`config.mk`:
```
export PLATFORM = sky130hd
export DESIGN_NAME = write_int_reg_file
export DESIGN_NICKNAME = d
export VERILOG_FILES = /design/src/rtl/vi_pkg.sv /design/src/rtl/retire_counter.sv /design/src/rtl/write_int_reg_file.sv
export SDC_FILE = /design/constraint.sdc
export NUM_CORES = 2
export LEC_CHECK = 0
export CAP_MARGIN = 30
export CORE_MARGIN = 2
export CORE_UTILIZATION = 35
export DETAILED_ROUTE_END_ITERATION = 8
export GPL_ROUTABILITY_DRIVEN = 0
export SLEW_MARGIN = 10
export SYNTH_ARGS = -nofsm -noshare
export SYNTH_HDL_FRONTEND = slang
export SYNTH_SLANG_ARGS = --single-unit
```
`constraint.sdc`:
```
create_clock -name clk_i -period 2.5 [get_ports clk_i]
set_input_delay 0.375 -clock clk_i [delete_from_list [all_inputs] [get_ports clk_i]]
set_output_delay 0.375 -clock clk_i [all_outputs]
set_load 0.01 [all_outputs]
```
`src/rtl/vi_pkg.sv`:
```
// Shared definitions for the write-back register file slice:
// datapath width, register address width and the bubble encoding.
package vi_pkg;

  localparam int XLEN = 32;
  localparam int REG_ADDR_W = 5;
  localparam logic [31:0] BUBBLE_INSTR = 32'b0;

  typedef logic [XLEN-1:0] word_t;

endpackage

```
`src/rtl/retire_counter.sv`:
```
// Retired-instruction counter and last-retired PC for debug/trace.
// The counter wraps modulo 2^CNT_W silently.
module retire_counter #(
  parameter int XLEN  = 32,
  parameter int CNT_W = 64
) (
  input  logic             clk_i,
  input  logic             rst_i,
  input  logic             valid,
  input  logic [XLEN-1:0]  pc,
  output logic [CNT_W-1:0] instret,
  output logic [XLEN-1:0]  last_pc
);

  // Count each non-bubble instruction and remember its PC; reset wins.
  always_ff @(posedge clk_i) begin
    if (rst_i) begin
      instret <= '0;
      last_pc <= '0;
    end else if (valid) begin
      instret <= instret + {{(CNT_W-1){1'b0}}, 1'b1};
      last_pc <= pc;
    end
  end

endmodule

```
`src/rtl/write_int_reg_file.sv`:
```
// Integer register file at the consumer end of the exe->write latch.
// x0 is hardwired to zero; two combinational decode read ports.
// Optional build macro WB_BYPASS_EN: write-through from the write-back
// port to the read ports in the same cycle (suppressed during reset).
// Without it, reads see pre-edge contents and decode stalls on RAW.
module write_int_reg_file
  import vi_pkg::*;
#(
  parameter int XLEN  = vi_pkg::XLEN,
  parameter int NREGS = 32,
  parameter int CNT_W = 64
) (
  input  logic                  clk_i,
  input  logic                  rst_i,
  input  logic [XLEN-1:0]       write_int_write_data_i,
  input  logic [REG_ADDR_W-1:0] write_write_addr_i,
  input  logic                  write_int_write_enable_i,
  input  logic [31:0]           write_instruction_i,
  input  logic [XLEN-1:0]       write_pc_i,
  input  logic [REG_ADDR_W-1:0] dec_read_addr_a_i,
  input  logic [REG_ADDR_W-1:0] dec_read_addr_b_i,
  output logic [XLEN-1:0]       dec_read_data_a_o,
  output logic [XLEN-1:0]       dec_read_data_b_o,
  output logic [CNT_W-1:0]      instret_o,
  output logic [XLEN-1:0]       last_pc_o
);

  logic [XLEN-1:0] regs [NREGS];
  logic            commit;
  logic            retire;

  assign commit = write_int_write_enable_i && (write_write_addr_i != '0);
  assign retire = (write_instruction_i != BUBBLE_INSTR);

  // Commit write-back results; x0 is never written, reset clears everything.
  always_ff @(posedge clk_i) begin
    if (rst_i) begin
      for (int i = 0; i < NREGS; i++) begin
        regs[i] <= '0;
      end
    end else if (commit) begin
      regs[write_write_addr_i] <= write_int_write_data_i;
    end
  end

  // Read port A: x0 reads zero, optional same-cycle write-through.
  always_comb begin
    dec_read_data_a_o = '0;
    if (dec_read_addr_a_i != '0) begin
      dec_read_data_a_o = regs[dec_read_addr_a_i];
`ifdef WB_BYPASS_EN
      if (!rst_i && commit && (dec_read_addr_a_i == write_write_addr_i)) begin
        dec_read_data_a_o = write_int_write_data_i;
      end
`endif
    end
  end

  // Read port B: same behaviour as port A.
  always_comb begin
    dec_read_data_b_o = '0;
    if (dec_read_addr_b_i != '0) begin
      dec_read_data_b_o = regs[dec_read_addr_b_i];
`ifdef WB_BYPASS_EN
      if (!rst_i && commit && (dec_read_addr_b_i == write_write_addr_i)) begin
        dec_read_data_b_o = write_int_write_data_i;
      end
`endif
    end
  end

  retire_counter #(
    .XLEN  (XLEN),
    .CNT_W (CNT_W)
  ) u_retire (
    .clk_i   (clk_i),
    .rst_i   (rst_i),
    .valid   (retire),
    .pc      (write_pc_i),
    .instret (instret_o),
    .last_pc (last_pc_o)
  );

endmodule

```
==> summary.md <==
| Metric | Value |
|---|---|
| Status | finished with violations |
| Failing checks | negative setup slack |
| Post-detail-place hpwl | 136000 µm |
| Die Ht | approximately 410 µm |
| Power Density | 632 nW/µm² |
| CP Launch Type | register |
| Yosys top cell area share | around half |
| Pins over their slew limit | 0 |
| Leak | about 0.025 µW |
| Later-pin clock latency in the skew report | about 0.74 ns |
| Max VDD drop | around 0.66 mV |
| Routed wire per std cell | 28.8 µm |
| First-pass GRT wire length | roughly 280000 µm |
| DIE AREA | between 150000 and 200000 µm² |
| Layout net count | between 4000 and 5000 |
| Main combinational cell family by area after synthesis | multiplexers |
| Worst Skew | 0.0153 ns |
| Htree depth | 3 |
| Remaining antenna violation count | 0 |
| Crit path DAT | 2.57 ns |
| Least-Margin Pin Slew | ~0.66 ns |
| Port buffer count | about 270 |
| Avg Inst Size Synth | about 14 µm² |
| FFs w/ async S/R, synth | 0% |
| Avg Vias per Cell | ~5.7 |
| Synth Cell Area | roughly 57000 µm² |
| GRT Residual Overflow | 0 |
| # hold bufs at CTS | 0 |
| Clock sinks | 1089 |
| Hold Fails Final Rpt | 0 |
| Total power | about 46000 µW |
| Post-synth top area cell | edfxtp_1 |
| TritonRoute pass-1 iters | 5 |
| Rel. slew slack | approximately 56% |
| Via count | 39500 |
| Gr usage total | roughly a quarter |
| Initial antenna violation count | 14 |
| Wirelength, routed | 199000 µm |
| Std cell rows | approximately 150 |
| YS warnings | 0 |
| Final setup fails | 64 |
| Final setup margin | -0.448 ns |
| TritonCTS clock tree | built |
| Critical Path End Type | primary output |
| Primary FF master, synth | edfxtp_1 |
| Period utilization | 118% |
| Count leader, synth | and2_1 |
| Area of the core | 163000 µm² |
| Fmax | 339 MHz |
| Unique masters post-synth | 46 |
| Mux contribution to synthesized area | 21.1% |
| Fin cells | roughly 6900 |
| Top cells by area, synth | edfxtp_1 (52%), mux4_2 (18%), and2_1 (11%), dfxtp_1 (3.3%), mux2i_1 (2.3%) |
| Worst endpoint required time | ~2.1 ns |
| Initial Util | between 30% and 40% |
| Post-synth EDFFs | roughly 1000 |
| Io pins | 274 |
| Setup CP Type | register to primary output |
| Placed insts | between 6000 and 7000 |
| Simple-Gate Fraction of Synth Area | about 16% |
| Drt drc | 0 |
| Post-synthesis xor/xnor area fraction | less than 1% |
| TNS Setup | -18.63 ns |
| Syn nets | around 4200 |
| Num CTS Buffers | between 100 and 150 |
| Share of layout cells above drive strength 1 | about a third |
| P&R area growth vs syn | 25.8% |
| Min-Delay Path Class | primary input to register |
| Max Buffers Root-to-Sink | 3 |
| Die Width | around 400 µm |
| RSZ-0062 raised after global routing | true |
| Synth Area in Adders | less than 1% |
| Crit-path max FO | 2 |
| Pin count of the biggest net entering global routing | approximately 130 |
| FF+latch count, synth | roughly 1100 |
| Number of global-route vias before repair | between 40000 and 50000 |
| Synth cell count leaders | and2_1 (996), edfxtp_1 (993), mux4_2 (450) |
| Hold WS | roughly 0.19 ns |
| Compound-Gate Fraction of Synth Area | 4.75% |
| Register area share after synthesis | between 50% and 60% |
| Clock-pin transition on the worst setup and hold timing paths | about 0.060 ns |
| Synth Instances | a little over 4000 |
| Root Buffer | clkbuf_16 |
| Min Tclk post-route | around 3 ns |
| DRT iter0 DRCs | 4176 |
| FF-to-FF setup slack | ~0.24 ns |
| Max-Cap Viols | 0 |
[logic make-up after synthesis]
group | count (synthesis)
and+or+nand+nor | 1572
DFF | 1089
muxes | 642
buffers and inverters | 428
AOI/OAI and AO/OA | 380
xor gates and xnor gates | 15
adders and majority gates | 1
other | 1
[registers in the layout, summed over array words and instances (netlist names)]
name,count
regs,993
u_retire.instret,64
u_retire.last_pc,32
[final timing paths]
path,cells after the start,startpoint,endpoint
setup reg to reg,6,u_retire.instret[15]$_SDFFE_PP0P_,u_retire.instret[45]$_SDFFE_PP0P_
setup / recovery,7,regs[27][22]$_SDFFCE_PN0P_,dec_read_data_b_o[22]
hold reg to reg,2,u_retire.last_pc[28]$_SDFFE_PP0P_,u_retire.last_pc[28]$_SDFFE_PP0P_
hold / removal,3,write_pc_i[18],u_retire.last_pc[18]$_SDFFE_PP0P_
[through the flow]
step / cell area (µm²) / worst slack (ns) / util [%]
CTS: 72100 / -0.467 / 44.3
detailed placement: 67400 / -1.05 / 41.4
global placement: 67400 / -1.09 / 41.4
global route: 72200 / -0.492 / 44.4
finish: 72200 / -0.448 / 44.4
floorplan: 57400 / 0.0779 / -
[layer usage]
layer / vias to the layer above / wire length, µm / GRT usage [%] / part of all wire (%)
li1: 16700 / - / - / -
met1: 20400 / 77200 / 30.7 / 39
met2: 2040 / 95500 / 38.8 / 48
met3: 386 / 18500 / 4.43 / 9.3
met4: 8 / 8060 / 8.58 / 4.0
met5: - / 49 / 0 / 0.025
[layout by cell type, fill, tap and decap left out, types with 18 or more instances in the layout]
master,n
a21oi_1,120
a221o_1,21
a221oi_2,25
a22oi_1,20
and2_1,994
and3_4,18
buf_12,140
buf_2,45
buf_4,395
buf_6,37
clkbuf_1,19
clkbuf_16,121
clkdlybuf4s50_1,198
clkinv_1,25
clkinv_2,27
dfxtp_1,96
edfxtp_1,993
mux2_2,62
mux2i_1,84
mux2i_2,31
mux4_2,450
nand2_1,277
nand3_1,25
nor2_1,63
nor2_4,34
o2111a_2,28
o211ai_1,21
o21ai_0,36
o31ai_1,24
or2_2,38
or3_1,23
or4_1,27
[area by class of cell]
class,instances,area (µm²)
antenna,6,15.0
clock buffer,147,3180
clock inverter,72,687
fill,14400,90500
inverter,8,30.0
multi-input combinational,2611,25400
sequential,1089,31700
tap,2175,2720
timing repair buffer,819,8450
[critical path, cell delays in order, from the launching register on]
cell and delay (ns):
edfxtp_1 0.42, buf_4 0.16, mux4_2 0.48, mux2i_1 0.15, buf_4 0.15, o2111a_2 0.24
a221oi_2 0.06, buf_2 0.17
[power breakdown]
part	internal [µW]	switching, µW	leakage, µW
clock	10100	7670	0.00191
combinational	3170	3460	0.0130
sequential	20800	468	0.0102
total	34100	11600	0.0251
[repair_timing]
item | 4_1_cts | 5_1_grt
endpoints found under the setup margin | 64 | 64
setup buffers | 5 | 0
gates resized for setup | 499 | 30
pin swaps | 62 | 58
No activity file was read; power rests on OpenSTA's default activity.
